**src/rtl/data_island_scheduler_pkg.sv**
```systemverilog
// Shared types and constants for the HDMI data-island scheduler.
//   period_e : video period reported to the TMDS/TERC4 encoders
//   phase_e  : internal island sequencing phases
//   NULL_ID  : packet_sel value for a slot that carries a NULL packet
//   SRC_*    : requester indices (lower index = higher fixed priority)
package data_island_scheduler_pkg;

  typedef enum logic [1:0] {
    PERIOD_CONTROL  = 2'd0,
    PERIOD_PREAMBLE = 2'd1,
    PERIOD_GUARD    = 2'd2,
    PERIOD_DATA     = 2'd3
  } period_e;

  typedef enum logic [2:0] {
    ST_IDLE     = 3'd0,
    ST_PREAMBLE = 3'd1,
    ST_LEAD_GB  = 3'd2,
    ST_DATA     = 3'd3,
    ST_TRAIL_GB = 3'd4
  } phase_e;

  localparam int              IDX_W        = 3;
  localparam logic [IDX_W-1:0] NULL_ID     = 3'd7;
  localparam int              PREAMBLE_LEN = 8;
  localparam int              GB_LEN       = 2;
  localparam int              PACKET_LEN   = 32;

  localparam int SRC_AUDIO    = 0;
  localparam int SRC_ACR      = 1;
  localparam int SRC_AVI      = 2;
  localparam int SRC_SPD      = 3;
  localparam int SRC_AUDIO_IF = 4;

endpackage

```
**src/rtl/data_island_scheduler_if.sv**
```systemverilog
// Bundle between packet sources / timing generator and the island scheduler.
//   cx, req                          : driven by the master (timing + sources)
//   grant, mode, packet_sel,
//   packet_start, data_counter,
//   num_packets                      : driven by the scheduler (slave)
interface data_island_scheduler_if #(
  parameter int BIT_WIDTH = 10,
  parameter int NUM_SRC   = 5
) ();
  import data_island_scheduler_pkg::*;

  logic [BIT_WIDTH-1:0] cx;
  logic [NUM_SRC-1:0]   req;
  logic [NUM_SRC-1:0]   grant;
  period_e              mode;
  logic [IDX_W-1:0]     packet_sel;
  logic                 packet_start;
  logic [4:0]           data_counter;
  logic [4:0]           num_packets;

  modport master (
    output cx, req,
    input  grant, mode, packet_sel, packet_start, data_counter, num_packets
  );

  modport slave (
    input  cx, req,
    output grant, mode, packet_sel, packet_start, data_counter, num_packets
  );
endinterface

```
**src/rtl/data_island_scheduler_packet_arbiter.sv**
```systemverilog
// Combinational slot arbiter.
//   i_req     : requests eligible for this slot
//   i_ptr     : round-robin pointer (always in [RR_BASE, NUM_SRC-1])
//   o_idx     : winning source index (NULL_ID when none)
//   o_valid   : a winner exists
//   o_ptr_nxt : pointer after this slot (moves only on a round-robin win)
// Sources below RR_BASE win by fixed priority (index 0 highest) before the
// round-robin group is considered at all.
module packet_arbiter
  import data_island_scheduler_pkg::*;
#(
  parameter int NUM_SRC = 5,
  parameter int RR_BASE = 2
) (
  input  logic [NUM_SRC-1:0] i_req,
  input  logic [IDX_W-1:0]   i_ptr,
  output logic [IDX_W-1:0]   o_idx,
  output logic               o_valid,
  output logic [IDX_W-1:0]   o_ptr_nxt
);
  localparam int NUM_RR = NUM_SRC - RR_BASE;

  logic [IDX_W-1:0] w_cand;
  int               w_sum;

  always_comb begin
    o_valid   = 1'b0;
    o_idx     = NULL_ID;
    o_ptr_nxt = i_ptr;
    w_cand    = '0;
    w_sum     = 0;

    for (int i = 0; i < RR_BASE; i++) begin
      if (!o_valid && i_req[i]) begin
        o_valid = 1'b1;
        o_idx   = IDX_W'(i);
      end
    end

    // Scan the RR group starting at the pointer, folding back to RR_BASE.
    for (int k = 0; k < NUM_RR; k++) begin
      w_sum  = int'(i_ptr) + k;
      if (w_sum >= NUM_SRC) w_sum = w_sum - NUM_RR;
      w_cand = IDX_W'(w_sum);
      if (!o_valid && i_req[w_cand]) begin
        o_valid   = 1'b1;
        o_idx     = w_cand;
        o_ptr_nxt = (w_sum + 1 >= NUM_SRC) ? IDX_W'(RR_BASE) : IDX_W'(w_sum + 1);
      end
    end
  end
endmodule

```
**src/rtl/data_island_scheduler.sv**
```systemverilog
// Per-line HDMI data-island sequencer and packet-slot arbiter.
//   clk_pixel : pixel clock
//   reset_n   : asynchronous active-low reset
//   bus       : slave side of data_island_scheduler_if
//               (cx, req in; grant, mode, packet_sel, packet_start,
//                data_counter, num_packets out)
// Every output is registered and describes the cycle whose cx is one more
// than the cx sampled at the preceding edge.  The island length is fixed at
// the decide cycle (cx == ISLAND_START-1); after that the phase sequence runs
// on its own counters and ignores cx.
module data_island_scheduler
  import data_island_scheduler_pkg::*;
#(
  parameter int BIT_WIDTH    = 10,
  parameter int NUM_SRC      = 5,
  parameter int RR_BASE      = 2,
  parameter int ISLAND_START = 644,
  parameter int ISLAND_END   = 800,
  parameter int MAX_PACKETS  = 18
) (
  input logic                    clk_pixel,
  input logic                    reset_n,
  data_island_scheduler_if.slave bus
);
  localparam int FIT_RAW = (ISLAND_END - ISLAND_START - PREAMBLE_LEN - 2*GB_LEN) / PACKET_LEN;
  localparam int FIT     = (FIT_RAW < MAX_PACKETS) ? FIT_RAW : MAX_PACKETS;
  localparam logic [BIT_WIDTH-1:0] DECIDE_CX = BIT_WIDTH'(ISLAND_START - 1);

  phase_e             r_state,        w_state_nxt;
  logic [2:0]         r_phase_cnt,    w_phase_cnt_nxt;
  logic [4:0]         r_slot,         w_slot_nxt;
  logic [4:0]         r_data_counter, w_data_counter_nxt;
  logic [4:0]         r_num_packets,  w_num_packets_nxt;
  logic [IDX_W-1:0]   r_rr_ptr,       w_rr_ptr_nxt;
  logic [NUM_SRC-1:0] r_grant,        w_grant_nxt;
  period_e            r_mode,         w_mode_nxt;
  logic [IDX_W-1:0]   r_packet_sel,   w_packet_sel_nxt;
  logic               r_packet_start, w_packet_start_nxt;

  logic               w_slot_start;
  logic [5:0]         w_req_count;
  logic [4:0]         w_decide_n;
  logic [NUM_SRC-1:0] w_arb_req;
  logic [IDX_W-1:0]   w_arb_idx;
  logic [IDX_W-1:0]   w_arb_ptr_nxt;
  logic               w_arb_valid;

  function automatic period_e phase_mode(input phase_e s);
    case (s)
      ST_PREAMBLE:            return PERIOD_PREAMBLE;
      ST_LEAD_GB, ST_TRAIL_GB: return PERIOD_GUARD;
      ST_DATA:                return PERIOD_DATA;
      default:                return PERIOD_CONTROL;
    endcase
  endfunction

  // A source whose grant is on the outputs right now is still shown as
  // requesting (it drops on the next cycle); never let it win twice.
  assign w_arb_req = bus.req & ~r_grant;

  packet_arbiter #(
    .NUM_SRC (NUM_SRC),
    .RR_BASE (RR_BASE)
  ) u_arb (
    .i_req     (w_arb_req),
    .i_ptr     (r_rr_ptr),
    .o_idx     (w_arb_idx),
    .o_valid   (w_arb_valid),
    .o_ptr_nxt (w_arb_ptr_nxt)
  );

  always_comb begin
    w_req_count = '0;
    for (int i = 0; i < NUM_SRC; i++) begin
      w_req_count = w_req_count + 6'(bus.req[i]);
    end
    w_decide_n = (w_req_count > 6'(FIT)) ? 5'(FIT) : w_req_count[4:0];
  end

  always_comb begin
    w_state_nxt        = r_state;
    w_phase_cnt_nxt    = r_phase_cnt;
    w_slot_nxt         = r_slot;
    w_data_counter_nxt = 5'd0;
    w_num_packets_nxt  = r_num_packets;
    w_rr_ptr_nxt       = r_rr_ptr;
    w_grant_nxt        = '0;
    w_packet_sel_nxt   = r_packet_sel;
    w_packet_start_nxt = 1'b0;
    w_slot_start       = 1'b0;

    case (r_state)
      ST_IDLE: begin
        w_packet_sel_nxt = NULL_ID;
        if (bus.cx == DECIDE_CX) begin
          w_num_packets_nxt = w_decide_n;
          if (w_decide_n != 5'd0) begin
            w_state_nxt     = ST_PREAMBLE;
            w_phase_cnt_nxt = 3'd0;
          end
        end
      end
      ST_PREAMBLE: begin
        if (r_phase_cnt == 3'(PREAMBLE_LEN - 1)) begin
          w_state_nxt     = ST_LEAD_GB;
          w_phase_cnt_nxt = 3'd0;
        end else begin
          w_phase_cnt_nxt = r_phase_cnt + 3'd1;
        end
      end
      ST_LEAD_GB: begin
        if (r_phase_cnt == 3'(GB_LEN - 1)) begin
          w_state_nxt  = ST_DATA;
          w_slot_nxt   = 5'd0;
          w_slot_start = 1'b1;
        end else begin
          w_phase_cnt_nxt = r_phase_cnt + 3'd1;
        end
      end
      ST_DATA: begin
        if (r_data_counter == 5'(PACKET_LEN - 1)) begin
          if (r_slot == r_num_packets - 5'd1) begin
            w_state_nxt      = ST_TRAIL_GB;
            w_phase_cnt_nxt  = 3'd0;
            w_packet_sel_nxt = NULL_ID;
          end else begin
            w_slot_nxt   = r_slot + 5'd1;
            w_slot_start = 1'b1;
          end
        end else begin
          w_data_counter_nxt = r_data_counter + 5'd1;
        end
      end
      ST_TRAIL_GB: begin
        if (r_phase_cnt == 3'(GB_LEN - 1)) begin
          w_state_nxt     = ST_IDLE;
          w_phase_cnt_nxt = 3'd0;
        end else begin
          w_phase_cnt_nxt = r_phase_cnt + 3'd1;
        end
      end
      default: begin
        w_state_nxt = ST_IDLE;
      end
    endcase

    // First cycle of a slot: packet_start always, grant only with a winner.
    if (w_slot_start) begin
      w_packet_start_nxt = 1'b1;
      if (w_arb_valid) begin
        for (int i = 0; i < NUM_SRC; i++) begin
          w_grant_nxt[i] = (w_arb_idx == IDX_W'(i));
        end
        w_packet_sel_nxt = w_arb_idx;
        w_rr_ptr_nxt     = w_arb_ptr_nxt;
      end else begin
        w_packet_sel_nxt = NULL_ID;
      end
    end

    w_mode_nxt = phase_mode(w_state_nxt);
  end

  always_ff @(posedge clk_pixel or negedge reset_n) begin
    if (!reset_n) begin
      r_state        <= ST_IDLE;
      r_phase_cnt    <= 3'd0;
      r_slot         <= 5'd0;
      r_data_counter <= 5'd0;
      r_num_packets  <= 5'd0;
      r_rr_ptr       <= IDX_W'(RR_BASE);
      r_grant        <= '0;
      r_mode         <= PERIOD_CONTROL;
      r_packet_sel   <= NULL_ID;
      r_packet_start <= 1'b0;
    end else begin
      r_state        <= w_state_nxt;
      r_phase_cnt    <= w_phase_cnt_nxt;
      r_slot         <= w_slot_nxt;
      r_data_counter <= w_data_counter_nxt;
      r_num_packets  <= w_num_packets_nxt;
      r_rr_ptr       <= w_rr_ptr_nxt;
      r_grant        <= w_grant_nxt;
      r_mode         <= w_mode_nxt;
      r_packet_sel   <= w_packet_sel_nxt;
      r_packet_start <= w_packet_start_nxt;
    end
  end

  assign bus.grant        = r_grant;
  assign bus.mode         = r_mode;
  assign bus.packet_sel   = r_packet_sel;
  assign bus.packet_start = r_packet_start;
  assign bus.data_counter = r_data_counter;
  assign bus.num_packets  = r_num_packets;

endmodule

```
**src/flat_wrapper.sv**
```systemverilog
// flat-port wrapper written by rule: the top's interface ports become plain ports
module data_island_scheduler_flat import data_island_scheduler_pkg::*;
#(
  parameter int BIT_WIDTH    = 10,
  parameter int NUM_SRC      = 5,
  parameter int RR_BASE      = 2,
  parameter int ISLAND_START = 644,
  parameter int ISLAND_END   = 800,
  parameter int MAX_PACKETS  = 18
)
  (clk_pixel, reset_n, bus_cx, bus_req, bus_grant, bus_mode, bus_packet_sel, bus_packet_start, bus_data_counter, bus_num_packets);
  data_island_scheduler_if #(.BIT_WIDTH(BIT_WIDTH), .NUM_SRC(NUM_SRC)) bus_i ();
  input logic clk_pixel;
  input logic reset_n;
  input wire logic [$bits(bus_i.cx)-1:0] bus_cx;
  input wire logic [$bits(bus_i.req)-1:0] bus_req;
  output wire logic [$bits(bus_i.grant)-1:0] bus_grant;
  output wire logic [$bits(bus_i.mode)-1:0] bus_mode;
  output wire logic [$bits(bus_i.packet_sel)-1:0] bus_packet_sel;
  output wire logic [$bits(bus_i.packet_start)-1:0] bus_packet_start;
  output wire logic [$bits(bus_i.data_counter)-1:0] bus_data_counter;
  output wire logic [$bits(bus_i.num_packets)-1:0] bus_num_packets;
  assign bus_i.cx = bus_cx;
  assign bus_i.req = bus_req;
  assign bus_grant = bus_i.grant;
  assign bus_mode = bus_i.mode;
  assign bus_packet_sel = bus_i.packet_sel;
  assign bus_packet_start = bus_i.packet_start;
  assign bus_data_counter = bus_i.data_counter;
  assign bus_num_packets = bus_i.num_packets;
  data_island_scheduler #(.BIT_WIDTH(BIT_WIDTH), .NUM_SRC(NUM_SRC), .RR_BASE(RR_BASE), .ISLAND_START(ISLAND_START), .ISLAND_END(ISLAND_END), .MAX_PACKETS(MAX_PACKETS)) u_core (.clk_pixel(clk_pixel), .reset_n(reset_n), .bus(bus_i));
endmodule
```
**config.mk**
```make
export PLATFORM = sky130hd
export DESIGN_NAME = data_island_scheduler_flat
export DESIGN_NICKNAME = d
export VERILOG_FILES = /design/src/rtl/data_island_scheduler_pkg.sv /design/src/rtl/data_island_scheduler_if.sv /design/src/rtl/data_island_scheduler_packet_arbiter.sv /design/src/rtl/data_island_scheduler.sv /design/src/flat_wrapper.sv
export SDC_FILE = /design/constraint.sdc
export NUM_CORES = 1
export LEC_CHECK = 0
export CAP_MARGIN = 20
export CORE_MARGIN = 1.5
export CORE_UTILIZATION = 46
export CTS_CLUSTER_DIAMETER = 200
export DETAILED_ROUTE_END_ITERATION = 12
export GPL_ROUTABILITY_DRIVEN = 0
export PLACE_DENSITY = 0.8
export SLEW_MARGIN = 20
export SYNTH_ARGS = -nofsm -noshare
export SYNTH_HDL_FRONTEND = slang
export SYNTH_HIERARCHICAL = 1
export SYNTH_SLANG_ARGS = --single-unit
```
**constraint.sdc**
```tcl
create_clock -name clk_pixel -period 5.25 [get_ports clk_pixel]
set_input_delay 1.3125 -clock clk_pixel [delete_from_list [all_inputs] [get_ports clk_pixel]]
set_output_delay 1.3125 -clock clk_pixel [all_outputs]
set_load 0.02 [all_outputs]
```
== Word level (Yosys, flattened, before mapping) ==
Index checks and enable logic that the tools add are counted.
Widths: inputs -> output; s select.

* Bits in read-only memories: 0
* Memories kept: 0
* Output and inout bits: 21
* Register bits after elaboration: 35
* Input port bits: 17
* Bits in writable memories: 0
* Logic and storage cells: 146
* Bits in latches: 0

* $mul: 0
* Reduce and logical (&&, ||, !) cells: 21
* Shifts and indexed selects: 0
* Muxes and demuxes: 61
* Add/subtract/negate cells: 16
* Magnitude comparators: 10
* Bitwise operators: 2
* Equality and inequality tests: 26
* Div/mod/pow operators: 0

{| class="wikitable"
|+ Operators by type and width
! kind !! number
|-
| $add 32x2->32 const B || 3
|-
| $ge 32x4->1 const B || 3
|-
| $mux 32 || 3
|-
| $mux 3 || 29
|-
| $mux 5 || 8
|-
| $pmux 3 s5 || 2
|-
| $add 6x1->6 || 3
|-
| $eq 3x2->1 const B || 6
|-
| $eq 3x1->1 const B || 4
|-
| $eq 3x3->1 const B || 4
|-
| $lt 3x4->1 const B || 3
|-
| $mux 1 || 12
|-
| $add 5x1->5 const B || 2
|-
| $eq 10x10->1 const B || 1
|-
| $ne 2x1->1 const B || 5
|-
| $pmux 5 s2 || 1
|-
| $reduce_bool 5->1 || 2
|-
| $sub 4x2->5 const B || 2
|-
| $bmux 1 s3 || 3
|-
| $ge 4x3->1 const B || 2
|-
| $gt 6x3->1 const B || 1
|-
| $logic_not 3->1 || 2
|-
| $ne 3x1->1 const B || 2
|-
| $pmux 2 s3 || 1
|-
| 23 further kinds || 32
|}

== Longest topological paths before layout ==
* Word-level depth: 18
* Mapped depth: 19
* Gate-level depth less buffers: 17

== Modules after synthesis ==
Netlist, hierarchy kept.

{| class="wikitable"
|+ By module, submodules not included
! module !! area an instance (um2) !! cells an instance !! times used !! seq. area each (um2)
|-
| data_island_scheduler || 1776.7 || 171 || 1 || 830.8
|-
| packet_arbiter || 1343.8 || 163 || 1 || 0.0
|}

== Worst setup path after synthesis ==
Ideal clock, no wire load.

* Path kind: reg2reg
* Start point: register u_core.r_rr_ptr[1]
* End point: register u_core.r_rr_ptr[0]
* Data required time: 5125 ps
* Setup time: 125 ps
* Period minus slack after synthesis: 3958 ps
* Path slack: 1292 ps
* Data arrival time: 3833 ps
* Buffers on the path: 0
* Cell stages (with the launch flop): 17
* Cell sequence: dfstp_2 -> inv_1 -> ha_1 -> and3b_4 -> o21ai_4 -> xnor2_1 -> ha_1 -> nand2_1 -> ha_1 -> or4_1 -> nor3_1 -> o211ai_1 -> nor3b_1 -> a311o_1 -> mux2_1 -> mux2i_1 -> mux2_2

* Elaborated cells between the ends (all ways): 39
* Those cells by class: add/sub (8); order compare (6); mux (18); reduce/logical (7)

{| class="wikitable"
|+ RTL lines
! what !! line !! text
|-
| start: declaration || data_island_scheduler.sv:34 || <nowiki>logic [IDX_W-1:0] r_rr_ptr, w_rr_ptr_nxt;</nowiki>
|-
| start signal: assignment || data_island_scheduler.sv:171 || <nowiki>r_rr_ptr <= IDX_W'(RR_BASE);</nowiki>
|-
| start signal: assignment || data_island_scheduler.sv:182 || <nowiki>r_rr_ptr <= w_rr_ptr_nxt;</nowiki>
|-
| parallel branches: the longest is 11 deep, another holds $add 32x2->32 || n/a ||
|-
| $mux 3 (*) || data_island_scheduler_packet_arbiter.sv:45 || <nowiki>if (!o_valid && i_req[w_cand]) begin</nowiki>
|-
| net u_core.w_arb_ptr_nxt[0] || data_island_scheduler.sv:45 || <nowiki>logic [IDX_W-1:0] w_arb_ptr_nxt;</nowiki>
|}

Mark *: on every way through the listed nets, which the timed path passes. The select of a mux whose other input is x is not followed.
A chain may end at the register's enable or synchronous reset.

== Worst setup path after layout ==
* Start point: register u_core.r_rr_ptr[1]
* End point: register u_core.r_rr_ptr[2]

The elaborated chain is that of the path after synthesis.

==> results by group <==
Routing
  • WL/cell: around 16 microns
  • Vias/cell: slightly above 6
  • Routed wire length: about 7000 microns
  • Detailed-route via count: about 2,700
  • Detailed-routing iteration count for the pre-antenna-repair pass: 8
  • Initial DRC Count: 91
  • Post-route ant nets: 0
  • Drt drc: 3

Global route
  • GRT Util Overall: a little over a fifth
  • Grt ovf: 0
  • GRT Max-Usage Layer: met2
  • First-pass GRT wire length: about 13,000 microns
  • Met1 usage: between 20% and 30%
  • Met3 Use GR: under 10%
  • Initial antenna violation count: 0
  • Largest net degree at the start of global routing: 34
  • Number of global-route vias before repair: roughly 2,800
  • M2 GR Usage: a little under two fifths

Floorplan
  • Die Wd: 85.4 microns
  • Ports: 38
  • Core Region: between 6000 and 7000 sq um
  • Die ar.: 7290 sq um
  • Row count: 29
  • Initial Util: approximately 48%
  • Die height: 85.4 microns

Layout
  • Area grow syn2layout: 15.8%
  • Finished Core Util: between 50% and 60%
  • Fillers: 576
  • # diodes: 0
  • Fin nets: 422
  • Final instance area: approximately 3600 sq um
  • Share of cells above drive strength 1: 12.7%

Critical path
  • Arr. time, crit path: roughly 4.9 ns
  • CP Class: flip-flop to flip-flop
  • Critical Path Fanout Max: 13
  • Worst setup EP type: flip-flop
  • Startpoint types: flip-flop
  • Worst EP required: around 5.4 ns

CTS
  • Clk pin slew, worst setup/hold paths: approximately 0.07 ns
  • Post-CTS Setup Bufs: 0
  • Clock Path Buffers: 2
  • H-tree depth: 2
  • CTS buffer count: 5
  • CTS tree: yes
  • Clock tree sinks: 33
  • Clock latency on the worst-skew pair: approximately 0.29 ns
  • Resize count post-CTS: 0
  • Hold-fix buffer count after cts: 0
  • CTS root buf: clkbuf_8

STA
  • Fin crit period: between 4 and 5 ns
  • Final Skew: roughly 0.0021 ns
  • Final setup fails: 0
  • Slew HR: around three fifths
  • Slew @ Worst Pin: 0.570 ns
  • Tcrit/Tclk final: approximately 89%
  • Unrepaired setup endpoints after global routing: no
  • Final Hold Fails: 0
  • Setup TNS: 0 ns
  • Slew Viols, Final: 0
  • F_max: between 200 and 250 MHz
  • Final WS setup: 0.580 ns

Placement
  • Dpl ws: roughly 0.69 ns
  • Buffers on Ports: 35
  • Placed Area: ~3500 sq um
  • Post-DP HPWL: around 5500 microns

Logic synthesis
  • Post-synth EDFFs: 0
  • Cell variety after synth: 79
  • Mapped Area: roughly 3100 sq um
  • YS warnings: 6
  • Syn avg cell area: 9.34 sq um
  • Flop and latch count out of synthesis: 33
  • Mapped Cells: 334
  • Top_reg_cell synth: dfrtp_1
  • Sequential share of the synthesized area: around a quarter
  • Ys async rst share: 100%

Job
  • Maxcap violations: 0

Hold path
  • Hold Path Class: flip-flop to flip-flop

Power and ir drop
  • Worst VDD drop: between 0.00015 and 0.0002 V
  • PD cells: about 200 nW/um^2
  • Leak: ~1.5 nW

Run status
  • Failing checks: design-rule violations
  • Outcome: finished, violations left
-- registers in the layout, summed over array words and instances, names as in the netlist --
signal / cells
u_core/bus.data_counter: 5
u_core/bus.grant: 5
u_core/bus.num_packets: 3
u_core/r_state: 3
u_core/bus.packet_start: 1
u_core/r_phase_cnt: 3
u_core/r_slot: 5
u_core/bus.packet_sel: 3
u_core/bus.mode: 2
u_core/r_rr_ptr: 3
-- metrics by stage --
stage,hold WS (ns),instances,total power [mW]
floorplan,0.485,335,0.456
global placement,0.497,439,0.513
detailed placement,0.505,439,0.519
CTS,0.517,447,0.709
global route,0.532,447,0.751
finish,0.514,447,0.708
-- report_power, final --
part / total, mW / internal (mW) / switching [mW]
clock: 0.188 / 0.0913 / 0.0968
combinational: 0.251 / 0.105 / 0.147
sequential: 0.268 / 0.261 / 0.00745
-- layout make-up --
cell class	instances	area, sq um	area share (%)
inverters	31	119	3.29
clock inverters	3	17.5	0.485
well taps	77	96.3	2.67
clock buffers	5	68.8	1.90
repair buffers	37	365	10.1
flip-flops and latches	33	831	23.0
multi-input cells	261	2120	58.6
-- Yosys cell counts (3+ instances only) --
cell type,count,share of area (%)
ha_1,34,14
dfrtp_1,29,23
inv_1,29,3.5
nor2_1,19,2.3
nor3_1,18,2.9
nand2_1,16,1.9
nand3_1,14,2.2
mux2i_1,11,3.5
nand2b_1,11,2.2
mux2_2,10,3.6
xnor2_1,10,2.8
o21ai_0,9,1.4
a21oi_1,8,1.3
a31oi_1,5,1.0
nand4_1,5,1.0
nor4b_1,5,1.4
and3_1,4,0.80
dfstp_2,4,3.4
mux2_1,4,1.4
a22o_1,3,0.84
and2_1,3,0.60
buf_1,3,0.36
buf_4,3,0.72
nor3b_1,3,0.72
nor4_1,3,0.60
or3_1,3,0.60
-- cells in the final DEF (no fill, tap or decap), types with 3 or more instances in the layout --
cell,n
mux2_1,4
o21ai_0,9
nor4b_1,5
nor3_1,18
nand4_1,5
nand2b_1,11
dfrtp_1,29
a22o_1,3
xnor2_1,10
inv_1,29
dfstp_2,4
ha_1,34
or3_1,3
mux2i_1,11
clkdlybuf4s50_1,35
nor2_1,19
nand2_1,16
clkbuf_8,5
nor3b_1,3
and3_1,4
nand3_1,14
and2_1,3
a21oi_1,8
mux2_2,10
nor4_1,3
a31oi_1,5
-- per-layer routing --
metal | up-vias | share of wire [%]
met3 | 16 | 5.9
met4 | 0 | 2.1
met2 | 87 | 50
met5 | - | 0
met1 | 1306 | 42
li1 | 1288 | -
-- final timing paths --
path                                                        endpoint  depth (start not counted)  slack, ns                                  from
worst max-delay path                  u_core/r_rr_ptr[2]$_DFFE_PN0P_                         16       0.58        u_core/r_rr_ptr[1]$_DFFE_PN1P_
worst max register to register        u_core/r_rr_ptr[2]$_DFFE_PN0P_                         16       0.58        u_core/r_rr_ptr[1]$_DFFE_PN1P_
worst min register to register  u_core/bus.packet_sel[0]$_DFFE_PN1P_                          1       0.51  u_core/bus.packet_sel[0]$_DFFE_PN1P_
min in group asynchronous       u_core/bus.data_counter[2]$_DFF_PN0_                          2       1.42                               reset_n
max in group asynchronous       u_core/bus.packet_sel[0]$_DFFE_PN1P_                          2       3.50                               reset_n
worst min-delay path            u_core/bus.packet_sel[0]$_DFFE_PN1P_                          1       0.51  u_core/bus.packet_sel[0]$_DFFE_PN1P_
-- kinds of logic (layout without fill, tap and decap cells) --
| family | Yosys count | after routing | share of synthesized area (%) |
|---|---|---|---|
| buffers and inverters | 41 | 76 | 5.65 |
| xor gates and xnor gates | 12 | 12 | 3.37 |
| DFF | 33 | 33 | 26.6 |
| other | 1 | 2 | 0.120 |
| AOI/OAI and AO/OA | 64 | 64 | 16.8 |
| and+or+nand+nor | 120 | 120 | 22.5 |
| adders and majority gates | 36 | 36 | 14.9 |
| muxes | 27 | 27 | 10.0 |
-- critical path: stages (launching register included) --
cell and delay [ns]:
dfstp_2 0.69, inv_1 0.15, ha_1 0.22, and3b_4 0.20
o21ai_4 0.29, xnor2_1 0.30, ha_1 0.32, nand2_1 0.09
ha_1 0.18, or4_1 0.52, nor3_1 0.32, o211ai_1 0.15
nor3b_1 0.40, nor3_1 0.15, mux2i_1 0.20, mux2i_1 0.09
mux2_2 0.27
No activity file was read; power rests on OpenSTA's default activity.
